## config.mk

```make
export PLATFORM = sky130hd
export DESIGN_NAME = shift_sequencer
export DESIGN_NICKNAME = d
export VERILOG_FILES = /design/src/rtl/shift_sequencer_pkg.sv /design/src/rtl/shift_sequencer_shift_circuit.sv /design/src/rtl/shift_sequencer.sv
export SDC_FILE = /design/constraint.sdc
export NUM_CORES = 1
export LEC_CHECK = 0
export CORE_UTILIZATION = 42
export CTS_BUF_LIST = sky130_fd_sc_hd__clkbuf_4 sky130_fd_sc_hd__clkbuf_8
export DETAILED_ROUTE_END_ITERATION = 12
export PLACE_DENSITY = 0.75
export SLEW_MARGIN = 20
export SYNTH_ARGS = -nofsm -noshare
export SYNTH_HDL_FRONTEND = slang
export SYNTH_HIERARCHICAL = 1
export SYNTH_SLANG_ARGS = --single-unit
```

## constraint.sdc

```tcl
create_clock -name clk -period 1.1 [get_ports clk]
set_clock_uncertainty 0.05 [all_clocks]
set_input_delay 0.22 -clock clk [delete_from_list [all_inputs] [get_ports clk]]
set_output_delay 0.22 -clock clk [all_outputs]
set_load 0.005 [all_outputs]
```

## src/rtl/shift_sequencer_pkg.sv

```systemverilog
// -----------------------------------------------------------------------------
// shift_sequencer_pkg
// Shared constants and types for the multi-cycle shift sequencer.
//   DATA_W  : operand / result width
//   AMT_W   : shift amount (step count) width
//   state_t : sequencer FSM states
// -----------------------------------------------------------------------------
package shift_sequencer_pkg;

    localparam int DATA_W = 4;
    localparam int AMT_W  = 3;

    typedef enum logic [1:0] {
        IDLE  = 2'd0,
        SHIFT = 2'd1,
        DONE  = 2'd2
    } state_t;

endpackage : shift_sequencer_pkg

```

## src/rtl/shift_sequencer_shift_circuit.sv

```systemverilog
// -----------------------------------------------------------------------------
// shift_circuit
// Combinational one-step logical shifter. It moves the operand by exactly one
// bit position and fills the vacated position with zero.
//   data_in     : operand
//   shift_right : 1 = logical right, 0 = logical left
//   data_out    : operand shifted by one position
// -----------------------------------------------------------------------------
module shift_circuit
    import shift_sequencer_pkg::*;
(
    input  logic [DATA_W-1:0] data_in,
    input  logic              shift_right,
    output logic [DATA_W-1:0] data_out
);

    assign data_out = shift_right ? {1'b0, data_in[DATA_W-1:1]}
                                  : {data_in[DATA_W-2:0], 1'b0};

endmodule : shift_circuit

```

## src/rtl/shift_sequencer.sv

```systemverilog
// -----------------------------------------------------------------------------
// shift_sequencer
// Accepts a shift command over a valid/ready handshake, then applies one
// single-bit logical shift per clock until the requested number of steps has
// been applied. The result is presented over a second valid/ready handshake.
//   clk, rst   : clock, synchronous active-high reset
//   in_valid   : command present
//   in_ready   : sequencer idle, command will be accepted
//   in_data    : operand
//   in_dir     : 1 = logical right, 0 = logical left
//   in_amount  : number of single-bit steps (0..7)
//   out_valid  : result present
//   out_ready  : consumer takes the result
//   out_data   : result (the work register in every state)
//   busy       : operation in flight (any state other than IDLE)
// -----------------------------------------------------------------------------
module shift_sequencer
    import shift_sequencer_pkg::*;
(
    input  logic              clk,
    input  logic              rst,
    input  logic              in_valid,
    output logic              in_ready,
    input  logic [DATA_W-1:0] in_data,
    input  logic              in_dir,
    input  logic [AMT_W-1:0]  in_amount,
    output logic              out_valid,
    input  logic              out_ready,
    output logic [DATA_W-1:0] out_data,
    output logic              busy
);

    state_t              state_q, state_d;
    logic [DATA_W-1:0]   work_q, work_d;
    logic [AMT_W-1:0]    cnt_q, cnt_d;
    logic                dir_q, dir_d;
    logic [DATA_W-1:0]   step_data;

    // The only datapath element: one single-bit shift of the work register.
    shift_circuit u_shift_circuit (
        .data_in     (work_q),
        .shift_right (dir_q),
        .data_out    (step_data)
    );

    assign in_ready  = (state_q == IDLE);
    assign out_valid = (state_q == DONE);
    assign busy      = (state_q != IDLE);
    assign out_data  = work_q;

    always_comb begin
        state_d = state_q;
        work_d  = work_q;
        cnt_d   = cnt_q;
        dir_d   = dir_q;
        case (state_q)
            IDLE: begin
                if (in_valid) begin
                    work_d = in_data;
                    dir_d  = in_dir;
                    cnt_d  = in_amount;
                    // A zero-step command needs no shifting at all.
                    state_d = (in_amount == '0) ? DONE : SHIFT;
                end
            end
            SHIFT: begin
                // Large amounts still run every step; the register simply
                // drains to zero, which keeps the latency equal to the amount.
                work_d = step_data;
                cnt_d  = cnt_q - AMT_W'(1);
                if (cnt_q == AMT_W'(1)) begin
                    state_d = DONE;
                end
            end
            DONE: begin
                if (out_ready) begin
                    state_d = IDLE;
                end
            end
            default: begin
                state_d = IDLE;
            end
        endcase
    end

    always_ff @(posedge clk) begin
        if (rst) begin
            state_q <= IDLE;
            work_q  <= '0;
            cnt_q   <= '0;
            dir_q   <= 1'b0;
        end else begin
            state_q <= state_d;
            work_q  <= work_d;
            cnt_q   <= cnt_d;
            dir_q   <= dir_d;
        end
    end

endmodule : shift_sequencer

```

==> results of run 1 <==
synthesized netlist by cell type (2+ instances only):
cell       n  area share, %
dfxtp_1   10             32
nor2_1     8            4.8
inv_1      5            3.0
mux2i_1    5            8.1
a211oi_1   4            4.8
a21oi_1    4            3.2
mux2_2     3            5.5
buf_4      2            2.4
buf_6      2            3.6
ha_1       2            4.0
nor2b_1    2            2.0
nor3_1     2            1.6
per-stage QoR:
| step | power (mW) | setup slack (ps) |
|---|---|---|
| 2_1_floorplan | 0.754 | 0.884 |
| 3_3_place_gp | 0.989 | -427 |
| 3_5_place_dp | 1.01 | -467 |
| 4_1_cts | 1.31 | -152 |
| 5_1_grt | 1.45 | -178 |
| 6_report | 1.36 | -138 |
final cells by class:
type / count / area, sq um / area share [%]
Clock buffer: 3 / 22.5 / 2.12
Sequential cell: 10 / 210 / 19.8
Tap cell: 15 / 18.8 / 1.77
Multi-Input combinational cell: 46 / 442 / 41.6
Timing Repair Buffer: 40 / 350 / 33.0
Inverter: 5 / 18.8 / 1.77
power breakdown:
| part | leakage, nW | switching, mW | internal [mW] |
|---|---|---|---|
| Sequential | 0.0854 | 0.0385 | 0.424 |
| Combinational | 0.359 | 0.265 | 0.387 |
| Clock | 0.0138 | 0.122 | 0.126 |
| Total | 0.458 | 0.426 | 0.937 |
state kept, by name, indices dropped and copies added, names as in the netlist:
signal    cells
dir_q         1
cnt_q         3
state_q       2
out_data      4
worst paths after layout:
kind | cells past startpoint | slack, ps | start | to
max reg2reg | 5 | -130 | state_q[0]$_SDFFE_PP0P_ | state_q[1]$_SDFFE_PP0P_
max | 3 | -140 | state_q[0]$_SDFFE_PP0P_ | in_ready
min | 3 | 370 | in_amount[2] | state_q[1]$_SDFFE_PP0P_
min reg2reg | 2 | 430 | cnt_q[1]$_SDFFE_PP0P_ | cnt_q[1]$_SDFFE_PP0P_
tightest hold or removal path: stages:
cell,delay (ps)
dlygate4sd2_1,220
or3_4,150
a2111oi_4,60
layer usage:
layer	global-route usage, %	vias to the layer above	share of wire [%]
met2	43.3	21	54
met3	3.89	0	5.3
met1	24.3	303	41
met4	9.17	0	0
met5	0	-	0
li1	-	310	-
what timing repair did:
action | CTS | global route
pin swaps | 10 | 11
endpoints found under the hold margin | 0 | 0
resized for setup | 39 | 16
endpoints found under the setup margin | 16 | 13
setup buffers | 1 | 3
logic make-up (layout without fill, tap and decap cells):
family | after synthesis | in the layout
compound gates | 15 | 15
fa+ha+maj | 2 | 2
buf+inv | 10 | 48
flops | 10 | 10
mux | 8 | 8
simple gates | 21 | 21
==> results_dict.tcl, run 1 <==
set metrics [dict create \
    gr-total-overflow 0 \
    rsz0062_at_grt "yes" \
    fmax_mhz 807 \
    first_pass_iters 4 \
    clockRootBuffer "clkbuf_4" \
    fin_tns_setup_ps -974 \
    rows 13 \
    cpLargestDelayFamily "flip-flops" \
    portBuffers 18 \
    ir_drop_mv 0.817 \
    worst_slew_pin_slew_ps 315 \
    status "finished, violations left" \
    vias 634 \
    fillers 105 \
    layout-drive-gt1-share_pct 58.7 \
    placed_cell_area_sq_um 923 \
    gp_congestion 0.700 \
    grt_pass1_wl_mm 2.42 \
    die-area_sq_um 1630 \
    cp_max_fo 3 \
    hold_viol 0 \
    crit_path_end_kind "primary output" \
    ant_nets 0 \
    areaGrowthSynthToFinish_pct 71.5 \
    synth_compound_area_share_pct 19.4 \
    grt_use_total_pct 22.8 \
    cts_buffer_depth 2 \
    synthXorXnorAreaFrac_pct 0 \
    instances_no_fill 119 \
    seq_area_frac_synth_pct 32.3 \
    grt_pass1_vias 593 \
    synthCells 66 \
    worst_skew_pair.late_latency_ps 260 \
    drc_errors 0 \
    cts.reportedPaths.clkPinSlew_ps 70 \
    clock-sinks 10 \
    report.final.slew_viol_count 0 \
    setup_viol 12 \
    synth_edf_count 0 \
    crit_path_start_kind "flop" \
    relSlewSlack_pct 78.9 \
    final_nets 120 \
    critical_path_required_ps 830 \
    antenna_cells 0 \
    p_per_area_nw_per_um2 1280 \
    synth_top_family_by_area "simple AND/OR/NAND/NOR gates" \
    post-route-period-util_pct 113 \
    layout_commonest_cell "buf_4" \
    utilization_pct 79.6 \
    leakage_nw 0.458 \
    wl_per_cell_um 13.3 \
    core_region_area_sq_um 1330 \
    min_path_type "in -> reg" \
    ios 19 \
    hpwl_mm 1.21 \
    ctsHoldBuffers 0 \
    crit_path_top_delay_cell "dfxtp_2" \
    crit_buf_inv 2 \
    synth-seq-cells 10 \
    synth.area.mux_share_pct 13.5 \
    antenna_found_initial 0 \
    synth.avg_cell_area_sq_um 9.38 \
    maxCapViolCount 0 \
    synth_warnings 6 \
    failed_checks "negative setup slack" \
    worstPathCellList "or2_4, inv_2, buf_6" \
    final_area_sq_um 1060 \
    htreeDepth 1 \
    synthFlopType "dfxtp_1" \
    arrival_ps 970 \
    wl_mm 1.58 \
    dp.cells 112 \
    vias_per_cell 5.33 \
    cts_tree "built" \
    die_x_um 40.4 \
    synth_area_sq_um 619 \
    synth_cell_types 29 \
    floorplan.initialDensity_pct 46.4 \
    mostFrequentLayoutCells "buf_4, dfxtp_2, clkdlybuf4s50_1" \
    whs_ps 374 \
    critPathKind "reg -> out" \
    syn-num-nets 80 \
    slowest_delay_ps 330 \
    fp.dieH_um 40.4 \
    synth_adder_area_share_pct 4.04 \
    layout_min_cycle_time_ps 1240 \
    layout_setup_ws_ps -138 \
    drt_first_iter_violations 4 \
    synth-simple-area-share_pct 21.0 \
    async_reset_ff_share_pct 0 \
    grt_max_degree 9 \
    numCtsBuffers 3 \
]
(Power assumes the default switching activity.)
==> run 2: changes to the inputs <==
Settings changed: CORE_UTILIZATION 42 to 47, PLACE_DENSITY 0.75 to 0.79.
Clock period 1.1 ns to 1.3 ns, I/O delays scaled along.
==> run 2 against run 1 <==
Net effect: the run still ends with negative setup slack left; total power shrank 16%; critical path type is now reg -> reg; clock-buffer cell count is the same; register-to-register slack gained 70 ps; largest cell class unchanged; cell area shrank 4.6%; critical endpoint is now cnt_q[2]$_SDFFE_PP0P_; first-iteration DRC count grew to 4.8 times the previous value.
==> results_dict.tcl, run 2 (synthesis results as in run 1) <==
set metrics [dict create \
    worst_skew_pair.late_latency_ps 260 \
    post-route-period-util_pct 105 \
    clockRootBuffer "clkbuf_4" \
    vias 635 \
    layout_commonest_cell "buf_4" \
    critical_path_required_ps 1390 \
    antenna_found_initial 0 \
    report.final.slew_viol_count 0 \
    floorplan.initialDensity_pct 52.9 \
    grt_max_degree 12 \
    multi_input_area_sq_um 407 \
    grt_use_total_pct 22.6 \
    hpwl_mm 1.06 \
    wl_per_cell_um 15.6 \
    first_pass_iters 4 \
    dp.cells 104 \
    areaGrowthSynthToFinish_pct 63.6 \
    layout-drive-gt1-share_pct 48.5 \
    gp_congestion 0.762 \
    die_x_um 38.3 \
    die-area_sq_um 1470 \
    layout_min_cycle_time_ps 1360 \
    clock-sinks 10 \
    crit_path_start_kind "flop" \
    fin_total_pwr_mw 1.14 \
    relSlewSlack_pct 77.0 \
    cp_max_fo 3 \
    maxCapViolCount 0 \
    rsz0062_at_grt "yes" \
    min_path_type "reg -> reg" \
    use_met3_pct 1.74 \
    drc_errors 0 \
    grt_use_met2_pct 33.5 \
    crit_path_end_kind "flop" \
    antenna_cells 0 \
    critPathKind "reg -> reg" \
    worst_slew_pin_slew_ps 342 \
    p_per_area_nw_per_um2 1130 \
    status "finished, violations left" \
    wl_mm 1.76 \
    numCtsBuffers 3 \
    ant_nets 0 \
    fmax_mhz 734 \
    leakage_nw 0.448 \
    seq_area_sq_um 208 \
    fin_tns_setup_ps -98.4 \
    ios 19 \
    failed_checks "negative setup slack" \
    htreeDepth 1 \
    vias_per_cell 5.62 \
    utilization_pct 86.5 \
    ir_drop_mv 0.889 \
    preCtsSetupSlack_ps -341 \
    gr-total-overflow 0 \
    r2r_slack_ps -60 \
    final_nets 115 \
    cts.reportedPaths.clkPinSlew_ps 60 \
    hold_viol 0 \
    portBuffers 18 \
    largest_reg_flops 4 \
    arrival_ps 1450 \
    fillers 61 \
    cts_tree "built" \
    grt_pass1_vias 515 \
    top_usage_layer "met2" \
    fp.dieH_um 38.3 \
    instances_no_fill 113 \
    layout_setup_ws_ps -62.9 \
    mostFrequentLayoutCells "buf_4, clkdlybuf4s50_1, dlygate4sd2_1, dfxtp_2" \
    grt_pass1_wl_mm 2.28 \
    cts_buffer_depth 2 \
    gr-usage-met1_pct 32.7 \
    setup_viol 3 \
    core_region_area_sq_um 1170 \
    drt_first_iter_violations 19 \
    rows 12 \
]
-- run 2: cell count changes in the layout (fill, tap and decap cells not counted), sizes merged --
cell           delta
dlygate4sd2       +3
clkdlybuf4s15     -3
clkdlybuf4s50     +1
buf               -6
-- run 2: layout make-up --
cell class	instances	area share [%]
clock buffer	3	2.22
timing repair buffer	35	33.6
sequential	10	20.5
inverter	5	1.85
multi-input combinational	46	40.1
tap	14	1.73
-- run 2: worst max-delay path: stages (launching register included) --
cell      delay (ps)
dfxtp_1          380
inv_1            110
ha_1             230
a311oi_1         370
nor3_1           100
-- run 2: path summary, 6_finish.rpt --
check / cells after the start / endpoint / start
worst max-delay path: 4 / cnt_q[2]$_SDFFE_PP0P_ / cnt_q[0]$_SDFFE_PP0P_
worst min-delay path: 2 / cnt_q[1]$_SDFFE_PP0P_ / cnt_q[1]$_SDFFE_PP0P_
worst max register to register: 4 / cnt_q[2]$_SDFFE_PP0P_ / cnt_q[0]$_SDFFE_PP0P_
worst min register to register: 2 / cnt_q[1]$_SDFFE_PP0P_ / cnt_q[1]$_SDFFE_PP0P_
-- run 2: repair_timing --
action	4_1_cts	5_1_grt
setup endpoints to repair	15	10
setup buffers	1	4
hold buffers	0	0
pin swaps	7	4
resized for setup	33	10
gates cloned	0	1
-- run 2: stage by stage --
| stage | hold slack (ps) | area (sq um) |
|---|---|---|
| 5_1_grt | 424 | 1010 |
| 6_report | 419 | 1010 |
| 3_3_place_gp | 409 | 871 |
| 3_5_place_dp | 414 | 871 |
| 2_1_floorplan | 357 | 619 |
| 4_1_cts | 425 | 926 |
-- run 2: routing by layer --
layer	part of all wire, %	vias to the layer above	wire length, um
met5	0	-	0
met4	2.0	0	36
met3	6.3	6	111
met2	46	28	801
met1	46	299	808
li1	-	302	-
-- run 2: where the power goes --
part           total [mW]  internal (mW)  switching (mW)  leakage (nW)
registers           0.400          0.357          0.0427        0.0847
clock network       0.215          0.107           0.109        0.0138
logic               0.525          0.311           0.214         0.349
total                1.14          0.775           0.366         0.448
